### config.mk
export PLATFORM = sky130hd
export DESIGN_NAME = multi_enemy_hit_judge
export DESIGN_NICKNAME = d
export VERILOG_FILES = /design/src/rtl/multi_enemy_hit_judge_pkg.sv /design/src/rtl/multi_enemy_hit_judge_life_fsm.sv /design/src/rtl/multi_enemy_hit_judge.sv
export SDC_FILE = /design/constraint.sdc
export NUM_CORES = 2
export LEC_CHECK = 0
export ABC_AREA = 1
export ABC_CLOCK_PERIOD_IN_PS = 5500
export CELL_PAD_IN_SITES_DETAIL_PLACEMENT = 0
export CELL_PAD_IN_SITES_GLOBAL_PLACEMENT = 2
export CORE_UTILIZATION = 30
export CTS_BUF_LIST = sky130_fd_sc_hd__clkbuf_8
export CTS_CLUSTER_SIZE = 12
export DETAILED_ROUTE_END_ITERATION = 6
export GPL_TIMING_DRIVEN = 1
export PLACE_DENSITY_LB_ADDON = 0.15
export SLEW_MARGIN = 20
export SYNTH_ARGS = -nofsm -noshare
export SYNTH_HDL_FRONTEND = slang
export SYNTH_HIERARCHICAL = 1
export SYNTH_SLANG_ARGS = --single-unit
export TNS_END_PERCENT = 20
### constraint.sdc
create_clock -name clk -period 5.5 [get_ports clk]
set_input_delay 0.55 -clock clk [delete_from_list [all_inputs] [get_ports clk]]
set_output_delay 0.55 -clock clk [all_outputs]
set_load 0.01 [all_outputs]
### src/rtl/multi_enemy_hit_judge_pkg.sv
// Shared types and default geometry/timing for the multi-enemy hit judge.
// Holds the per-enemy lifecycle state enum and the default parameter values
// used by the top level and the per-enemy lifecycle FSM.
package mehj_pkg;

  typedef enum logic [2:0] {
    IDLE   = 3'd0,
    ALIVE  = 3'd1,
    BOOM   = 3'd2,
    DEAD   = 3'd3,
    REVIVE = 3'd4
  } life_state_e;

  localparam int DEF_N_ENEMY     = 4;
  localparam int DEF_N_BULLET    = 8;
  localparam int DEF_COORD_W     = 10;
  localparam int DEF_HP_W        = 3;
  localparam int DEF_Y_OFFSET    = 480;
  localparam int DEF_HIT_XL      = 10;
  localparam int DEF_HIT_XR      = 50;
  localparam int DEF_HIT_YT      = 40;
  localparam int DEF_HIT_YB      = 50;
  localparam int DEF_BOOM_CYC    = 67108864;
  localparam int DEF_RESPAWN_CYC = 1024;
  localparam int DEF_REVIVE_CYC  = 750000;
  localparam int KILL_CNT_W      = 16;

endpackage

### src/rtl/multi_enemy_hit_judge_life_fsm.sv
// enemy_life_fsm: lifecycle of one enemy channel.
// Ports:
//   clk, rst     clock, async active-high reset
//   en           enemy channel present; low forces IDLE on the next edge
//   hit          this enemy is damaged this cycle (already priority-resolved)
//   health_init  health loaded on spawn and on revive (0 loads as 1)
//   health       registered current health
//   alive/boom/revive  registered state flags
//   hit_pulse    registered 1-cycle damage pulse
//   kill         combinational: the hit this cycle is the killing blow
module enemy_life_fsm
  import mehj_pkg::*;
#(
  parameter int HP_W        = DEF_HP_W,
  parameter int BOOM_CYC    = DEF_BOOM_CYC,
  parameter int RESPAWN_CYC = DEF_RESPAWN_CYC,
  parameter int REVIVE_CYC  = DEF_REVIVE_CYC
) (
  input  logic            clk,
  input  logic            rst,
  input  logic            en,
  input  logic            hit,
  input  logic [HP_W-1:0] health_init,
  output logic [HP_W-1:0] health,
  output logic            alive,
  output logic            boom,
  output logic            revive,
  output logic            hit_pulse,
  output logic            kill
);

  localparam int MAX_CYC = (BOOM_CYC > RESPAWN_CYC)
                         ? ((BOOM_CYC > REVIVE_CYC) ? BOOM_CYC : REVIVE_CYC)
                         : ((RESPAWN_CYC > REVIVE_CYC) ? RESPAWN_CYC : REVIVE_CYC);
  localparam int TIMER_W = $clog2(MAX_CYC + 1);

  // Timers count up from 0; a phase ends on the edge where the timer shows its last value.
  localparam logic [TIMER_W-1:0] BOOM_LAST    = TIMER_W'(BOOM_CYC - 1);
  localparam logic [TIMER_W-1:0] RESPAWN_LAST = TIMER_W'(RESPAWN_CYC - 1);
  localparam logic [TIMER_W-1:0] REVIVE_LAST  = TIMER_W'(REVIVE_CYC - 1);
  localparam logic [TIMER_W-1:0] TIMER_ONE    = TIMER_W'(1'b1);
  localparam logic [HP_W-1:0]    HP_ONE       = HP_W'(1'b1);

  life_state_e       state_r, state_next_s;
  logic [TIMER_W-1:0] timer_r, timer_next_s;
  logic [HP_W-1:0]    health_r, health_next_s, health_load_s;
  logic               hit_pulse_r, hit_pulse_next_s;
  logic               alive_r, boom_r, revive_r;

  // A zero initial health would spawn an enemy that cannot be killed; load 1 instead.
  assign health_load_s = (health_init == {HP_W{1'b0}}) ? HP_ONE : health_init;

  // Next-state, timer, health and kill decode for the lifecycle.
  always_comb begin
    state_next_s     = state_r;
    timer_next_s     = timer_r;
    health_next_s    = health_r;
    hit_pulse_next_s = 1'b0;
    kill             = 1'b0;
    if (!en) begin
      state_next_s  = IDLE;
      timer_next_s  = {TIMER_W{1'b0}};
      health_next_s = {HP_W{1'b0}};
    end else begin
      case (state_r)
        IDLE: begin
          state_next_s  = ALIVE;
          timer_next_s  = {TIMER_W{1'b0}};
          health_next_s = health_load_s;
        end
        ALIVE: begin
          if (hit) begin
            hit_pulse_next_s = 1'b1;
            if (health_r <= HP_ONE) begin
              health_next_s = {HP_W{1'b0}};
              state_next_s  = BOOM;
              timer_next_s  = {TIMER_W{1'b0}};
              kill          = 1'b1;
            end else begin
              health_next_s = health_r - HP_ONE;
            end
          end else begin
            health_next_s = health_r;
          end
        end
        BOOM: begin
          if (timer_r == BOOM_LAST) begin
            state_next_s = DEAD;
            timer_next_s = {TIMER_W{1'b0}};
          end else begin
            timer_next_s = timer_r + TIMER_ONE;
          end
        end
        DEAD: begin
          if (timer_r == RESPAWN_LAST) begin
            state_next_s  = REVIVE;
            timer_next_s  = {TIMER_W{1'b0}};
            health_next_s = health_load_s;
          end else begin
            timer_next_s = timer_r + TIMER_ONE;
          end
        end
        REVIVE: begin
          if (timer_r == REVIVE_LAST) begin
            state_next_s = ALIVE;
            timer_next_s = {TIMER_W{1'b0}};
          end else begin
            timer_next_s = timer_r + TIMER_ONE;
          end
        end
        default: begin
          state_next_s  = IDLE;
          timer_next_s  = {TIMER_W{1'b0}};
          health_next_s = {HP_W{1'b0}};
        end
      endcase
    end
  end

  // State register plus registered flags decoded from the next state.
  always_ff @(posedge clk or posedge rst) begin
    if (rst) begin
      state_r     <= IDLE;
      timer_r     <= {TIMER_W{1'b0}};
      health_r    <= {HP_W{1'b0}};
      hit_pulse_r <= 1'b0;
      alive_r     <= 1'b0;
      boom_r      <= 1'b0;
      revive_r    <= 1'b0;
    end else begin
      state_r     <= state_next_s;
      timer_r     <= timer_next_s;
      health_r    <= health_next_s;
      hit_pulse_r <= hit_pulse_next_s;
      alive_r     <= (state_next_s == ALIVE);
      boom_r      <= (state_next_s == BOOM);
      revive_r    <= (state_next_s == REVIVE);
    end
  end

  assign health    = health_r;
  assign hit_pulse = hit_pulse_r;
  assign alive     = alive_r;
  assign boom      = boom_r;
  assign revive    = revive_r;

endmodule

### src/rtl/multi_enemy_hit_judge.sv
// multi_enemy_hit_judge: bullet/enemy collision judge with per-enemy lifecycle.
// Ports:
//   clk, rst              clock, async active-high reset
//   ep_x, ep_y            packed enemy coordinates (y in enemy frame)
//   enemy_en              enemy channel present
//   health_init           packed per-enemy health loaded on spawn/revive
//   b_x, b_y, bullet_en   packed bullet coordinates and live flags
//   bullet_kill           registered pulse: bullet consumed
//   hit_pulse             registered pulse: enemy damaged
//   health, alive, boom, revive   per-enemy lifecycle outputs
//   kill_cnt              saturating total kill count
module multi_enemy_hit_judge
  import mehj_pkg::*;
#(
  parameter int N_ENEMY     = DEF_N_ENEMY,
  parameter int N_BULLET    = DEF_N_BULLET,
  parameter int COORD_W     = DEF_COORD_W,
  parameter int HP_W        = DEF_HP_W,
  parameter int Y_OFFSET    = DEF_Y_OFFSET,
  parameter int HIT_XL      = DEF_HIT_XL,
  parameter int HIT_XR      = DEF_HIT_XR,
  parameter int HIT_YT      = DEF_HIT_YT,
  parameter int HIT_YB      = DEF_HIT_YB,
  parameter int BOOM_CYC    = DEF_BOOM_CYC,
  parameter int RESPAWN_CYC = DEF_RESPAWN_CYC,
  parameter int REVIVE_CYC  = DEF_REVIVE_CYC
) (
  input  logic                        clk,
  input  logic                        rst,
  input  logic [N_ENEMY*COORD_W-1:0]  ep_x,
  input  logic [N_ENEMY*COORD_W-1:0]  ep_y,
  input  logic [N_ENEMY-1:0]          enemy_en,
  input  logic [N_ENEMY*HP_W-1:0]     health_init,
  input  logic [N_BULLET*COORD_W-1:0] b_x,
  input  logic [N_BULLET*COORD_W-1:0] b_y,
  input  logic [N_BULLET-1:0]         bullet_en,
  output logic [N_BULLET-1:0]         bullet_kill,
  output logic [N_ENEMY-1:0]          hit_pulse,
  output logic [N_ENEMY*HP_W-1:0]     health,
  output logic [N_ENEMY-1:0]          alive,
  output logic [N_ENEMY-1:0]          boom,
  output logic [N_ENEMY-1:0]          revive,
  output logic [KILL_CNT_W-1:0]       kill_cnt
);

  // Two guard bits: one so ex-HIT_XL goes negative instead of wrapping, one for ey+offset+YB.
  localparam int CW = COORD_W + 2;

  logic [N_ENEMY-1:0][N_BULLET-1:0] hit_mat_s;
  logic [N_ENEMY-1:0][N_BULLET-1:0] sel_s;
  logic [N_ENEMY-1:0]               hit_s;
  logic [N_ENEMY-1:0]               kill_s;
  logic [N_BULLET-1:0]              bullet_kill_s;
  logic [N_BULLET-1:0]              bullet_kill_r;
  logic                             taken_s;
  logic                             got_s;
  logic                             win_s;
  logic [KILL_CNT_W:0]              kill_sum_s;
  logic [KILL_CNT_W-1:0]            kill_cnt_r;

  function automatic logic in_hitbox(input logic [COORD_W-1:0] ex,
                                     input logic [COORD_W-1:0] ey,
                                     input logic [COORD_W-1:0] bx,
                                     input logic [COORD_W-1:0] by);
    logic signed [CW-1:0] exs, eys, bxs, bys;
    exs = signed'({2'b00, ex});
    eys = signed'({2'b00, ey}) + signed'(CW'(Y_OFFSET));
    bxs = signed'({2'b00, bx});
    bys = signed'({2'b00, by});
    return (bxs >= exs - signed'(CW'(HIT_XL))) && (bxs < exs + signed'(CW'(HIT_XR))) &&
           (bys > eys - signed'(CW'(HIT_YT))) && (bys < eys + signed'(CW'(HIT_YB)));
  endfunction

  // Raw overlap of every live bullet with every present, hittable enemy.
  always_comb begin
    hit_mat_s = '0;
    for (int i = 0; i < N_ENEMY; i++) begin
      for (int j = 0; j < N_BULLET; j++) begin
        hit_mat_s[i][j] = bullet_en[j] & enemy_en[i] & alive[i] &
                          in_hitbox(ep_x[i*COORD_W +: COORD_W], ep_y[i*COORD_W +: COORD_W],
                                    b_x[j*COORD_W +: COORD_W], b_y[j*COORD_W +: COORD_W]);
      end
    end
  end

  // Two-stage priority: each bullet picks its lowest enemy, then each enemy keeps its
  // lowest bullet. Losing bullets of the second stage survive; they do not fall through.
  always_comb begin
    sel_s         = '0;
    hit_s         = '0;
    bullet_kill_s = '0;
    taken_s       = 1'b0;
    got_s         = 1'b0;
    win_s         = 1'b0;
    for (int j = 0; j < N_BULLET; j++) begin
      taken_s = 1'b0;
      for (int i = 0; i < N_ENEMY; i++) begin
        sel_s[i][j] = hit_mat_s[i][j] & ~taken_s;
        taken_s     = taken_s | hit_mat_s[i][j];
      end
    end
    for (int i = 0; i < N_ENEMY; i++) begin
      got_s = 1'b0;
      for (int j = 0; j < N_BULLET; j++) begin
        win_s            = sel_s[i][j] & ~got_s;
        bullet_kill_s[j] = bullet_kill_s[j] | win_s;
        got_s            = got_s | sel_s[i][j];
      end
      hit_s[i] = got_s;
    end
  end

  for (genvar i = 0; i < N_ENEMY; i++) begin : g_enemy
    enemy_life_fsm #(
      .HP_W        (HP_W),
      .BOOM_CYC    (BOOM_CYC),
      .RESPAWN_CYC (RESPAWN_CYC),
      .REVIVE_CYC  (REVIVE_CYC)
    ) u_life (
      .clk         (clk),
      .rst         (rst),
      .en          (enemy_en[i]),
      .hit         (hit_s[i]),
      .health_init (health_init[i*HP_W +: HP_W]),
      .health      (health[i*HP_W +: HP_W]),
      .alive       (alive[i]),
      .boom        (boom[i]),
      .revive      (revive[i]),
      .hit_pulse   (hit_pulse[i]),
      .kill        (kill_s[i])
    );
  end

  // Add this cycle's kill popcount with one extra bit to detect saturation.
  always_comb begin
    kill_sum_s = {1'b0, kill_cnt_r};
    for (int i = 0; i < N_ENEMY; i++) begin
      kill_sum_s = kill_sum_s + {{KILL_CNT_W{1'b0}}, kill_s[i]};
    end
  end

  // Register bullet consumption and the saturating kill counter.
  always_ff @(posedge clk or posedge rst) begin
    if (rst) begin
      bullet_kill_r <= '0;
      kill_cnt_r    <= {KILL_CNT_W{1'b0}};
    end else begin
      bullet_kill_r <= bullet_kill_s;
      kill_cnt_r    <= kill_sum_s[KILL_CNT_W] ? {KILL_CNT_W{1'b1}} : kill_sum_s[KILL_CNT_W-1:0];
    end
  end

  assign bullet_kill = bullet_kill_r;
  assign kill_cnt    = kill_cnt_r;

endmodule

==> flow_metrics.py <==
metrics = {
    "worst_setup_path": {
        "path_buf_inv": 27,
        "end_kind": "register",
        "required_ns": 6.01,
        "crit_path_start_kind": "input port",
        "path_delay_family": "buffers and inverters",
        "regToRegEndpoint": "bullet_kill[5]",
        "max_stage_delay_ns": 0.30,
        "crit_arrival_ns": 5.93,
        "critPathMaxFanout": 5,
        "reg2reg_from": "g_enemy[2].u_life/alive",
        "cp.depth": 40,
        "rr_worst_depth": 32,
        "cp_slowest_cell": "nand4_1",
        "critical_path_class": "in -> reg",
        "critPathMostFrequentCell": "buf_4",
        "r2r_slack_ns": 0.90,
    },
    "die": {
        "ios": 318,
        "rows": 139,
        "core_area_um2": 144000,
        "initial_core_util_pct": 30.3,
        "fp.dieW_um": 383,
        "fp.dieArea_um2": 147000,
        "fp.dieH_um": 383,
    },
    "placement": {
        "gp_congestion": 0.962,
        "pre_cts_ws_ns": -1.93,
        "post-place-cells": 9801,
        "hpwlAfterDp_um": 178000,
        "port_buffers": 317,
    },
    "min_path": {
        "whs_path_depth": 2,
        "hp-start": "g_enemy[2].u_life/timer_r[1]",
        "min_path_type": "reg -> reg",
        "min_to": "g_enemy[2].u_life/timer_r[1]",
    },
    "routing": {
        "drt_first_iter_violations": 3461,
        "drc": 21,
        "totalWireLength_um": 215000,
        "vias": 50500,
        "avgViaCountPerCell": 5.05,
        "antenna_left": 0,
        "routedWlPerCell_um": 21.5,
        "drtPass1Iterations": 7,
    },
    "sta": {
        "hold_ws_ns": 0.525,
        "finalCriticalPeriod_ns": 5.41,
        "worst_slack_ns": 0.0861,
        "worst_slew_pin_slew_ns": 0.769,
        "setup_viol": 0,
        "hold_viol_final": 0,
        "fin_worst_skew_ns": 0.0244,
        "relSlewSlack_pct": 48.7,
        "period_share_pct": 98.4,
        "fmax_mhz": 185,
        "final_max_slew_viol_count": 0,
    },
    "synth": {
        "yosys.area_share.simple_pct": 32.3,
        "synth_edf_count": 0,
        "yosys_most_used_dff": "dfrtp_1",
        "yosysUniqueCellTypes": 63,
        "async_reset_ff_share_pct": 100,
        "synth_compound_area_share_pct": 13.7,
        "muxShareOfSynthArea_pct": 0,
        "ys_warn_count": 6,
        "ys_ff_latch": 172,
        "syn_nets": 7949,
        "seq_area_frac_synth_pct": 9.88,
        "synth_top_family_by_area": "adder cells",
        "avgSynthCellArea_um2": 6.74,
        "synthAdderAreaFrac_pct": 35.1,
        "synthXorXnorAreaFrac_pct": 2.39,
        "synth_area_um2": 43500,
        "syn_inst": 6463,
    },
    "cts": {
        "htree_levels": 4,
        "cts_tree": "built",
        "path_clk_slew_ns": 0.09,
        "cts_sinks": 172,
        "numCtsBuffers": 17,
        "clkLatencyLatePin_ns": 0.59,
        "ctsHoldBuffers": 0,
        "clock_path_buffers": 2,
        "cts_root_buf": "clkbuf_8",
    },
    "outcome": {
        "status": "complete, but fails checks",
        "violations": "DRC",
    },
    "finish": {
        "utilization_pct": 44.3,
        "finalNetCount": 9558,
        "stdcell_count": 9989,
        "area_delta_synth_final_pct": 46.2,
        "drive_gt1_share_pct": 25.1,
    },
    "pwr": {
        "power_w": 0.00864,
        "vdd_drop_max_mv": 0.175,
        "power_density_nw_per_um2": 136,
        "p_leak_nw": 32.7,
    },
    "global_routing": {
        "antenna_found_initial": 8,
        "grt_pass1_wl_um": 314000,
        "track_usage_pct": 28.7,
        "grt_pass1_vias": 47700,
        "grt_max_degree": 38,
        "grt.overflow.total": 0,
    },
    "run": {
        "drv_cap": 0,
    },
}
==> registers in the layout, indices dropped and copies added (netlist names) <==
signal,cells
g_enemy.u_life/timer_r,108
kill_cnt,16
g_enemy.u_life/health,12
g_enemy.u_life/state_r,12
bullet_kill,8
g_enemy.u_life/alive,4
g_enemy.u_life/boom,4
g_enemy.u_life/hit_pulse,4
g_enemy.u_life/revive,4
==> per-layer routing <==
layer | routed length [um] | global-route usage [%] | vias up
met4 | 7560 | 9.02 | 2
met2 | 93600 | 45.5 | 1283
li1 | - | - | 25400
met1 | 104000 | 40.9 | 23600
met5 | 9 | 0 | -
met3 | 10100 | 1.99 | 217
==> final cells by class <==
| class | instances | area [um2] |
|---|---|---|
| fillers | 14800 | 80200 |
| multi-input cells | 5550 | 39100 |
| repair buffers | 1645 | 14900 |
| flip-flops and latches | 172 | 4300 |
| inverters | 686 | 2600 |
| well taps | 1903 | 2380 |
| clock buffers | 17 | 234 |
| clock inverters | 14 | 138 |
| diodes | 2 | 5.00 |
==> how the worst max path moves through the flow <==
stage	end	startpoint	slack [ns]
floorplan	kill_cnt[14]	ep_y[5]	0.008
global placement	kill_cnt[14]	ep_y[21]	-1.72
detailed placement	kill_cnt[14]	ep_y[22]	-1.93
CTS	kill_cnt[14]	ep_x[2]	0.0006
global route	kill_cnt[11]	ep_x[12]	-0.06
finish	bullet_kill[5]	ep_x[11]	0.09
==> tightest hold or removal path, stage by stage (launching register included) <==
cell	delay (ns)
dfrtp_1	0.38
nand2_1	0.06
nand2_1	0.06
==> logic make-up after synthesis <==
group	count (synthesis)
buffers and inverters	741
adder cells (fa/ha/maj)	1220
flip-flops	172
AO/OA/AOI/OAI	1063
AND/OR/NAND/NOR	3153
XOR/XNOR	114
==> cells in the final DEF (no fill, tap or decap), types with 19 or more instances in the layout <==
cell and n:
o21bai_1 30, nand3_1 324, ha_1 1150, nor2_4 35
xor2_2 23, inv_1 630, a21o_1 21, inv_2 43
clkdlybuf4s50_1 261, o21a_1 44, nand3_2 52, o21ai_2 23
nor2_2 66, nand2_2 123, o21ai_1 35, clkbuf_2 19
dfrtp_1 172, xnor2_1 19, xor2_4 24, o21ai_0 191
nor3_2 24, nand3b_1 31, a21oi_2 39, ha_4 57
nand2_1 1548, nand4_1 227, buf_6 52, nand2_4 27
nor2_1 552, a21oi_1 534, buf_4 1151, o211ai_1 55
buf_12 132, nor3_1 72, xor2_1 42
==> power by group <==
| part | leakage, nW | switching, W | total [W] | internal [W] |
|---|---|---|---|---|
| Combinational | 30.2 | 0.00350 | 0.00633 | 0.00283 |
| Sequential | 2.37 | 0.0000447 | 0.00134 | 0.00130 |
| Clock | 0.188 | 0.000599 | 0.000964 | 0.000365 |
==> cell usage after synthesis (24+ instances only) <==
library cell / n / area [um2]
o211ai_1: 55 / 413
nand3_1: 367 / 1840
dfrtp_1: 172 / 4300
xnor2_1: 24 / 210
xor2_1: 86 / 753
o21ai_0: 219 / 1100
nand2_2: 50 / 313
nand4_1: 227 / 1420
o21a_1: 44 / 330
nor3_1: 102 / 510
nand2_1: 1630 / 6120
nor2_1: 609 / 2290
a21oi_1: 572 / 2860
nand3b_1: 31 / 233
clkbuf_1: 24 / 90.1
inv_1: 659 / 2470
ha_1: 1217 / 15200
nor2_2: 30 / 188
o21bai_1: 31 / 233
==> metrics by stage <==
step           setup TNS [ns]  area, um2
6_report                    0      63700
5_1_grt                -0.504      63700
3_3_place_gp           -36.64      59200
3_5_place_dp           -42.49      59200
2_1_floorplan               0      43600
4_1_cts                     0      61700
==> timing repair <==
| item | in CTS | in global routing |
|---|---|---|
| buffers inserted | 104 | 56 |
| gates resized for setup | 338 | 406 |
| pin swaps | 112 | 184 |
| setup endpoints to repair | 16 | 18 |
Note: power is estimated with default switching activity, not from simulation.
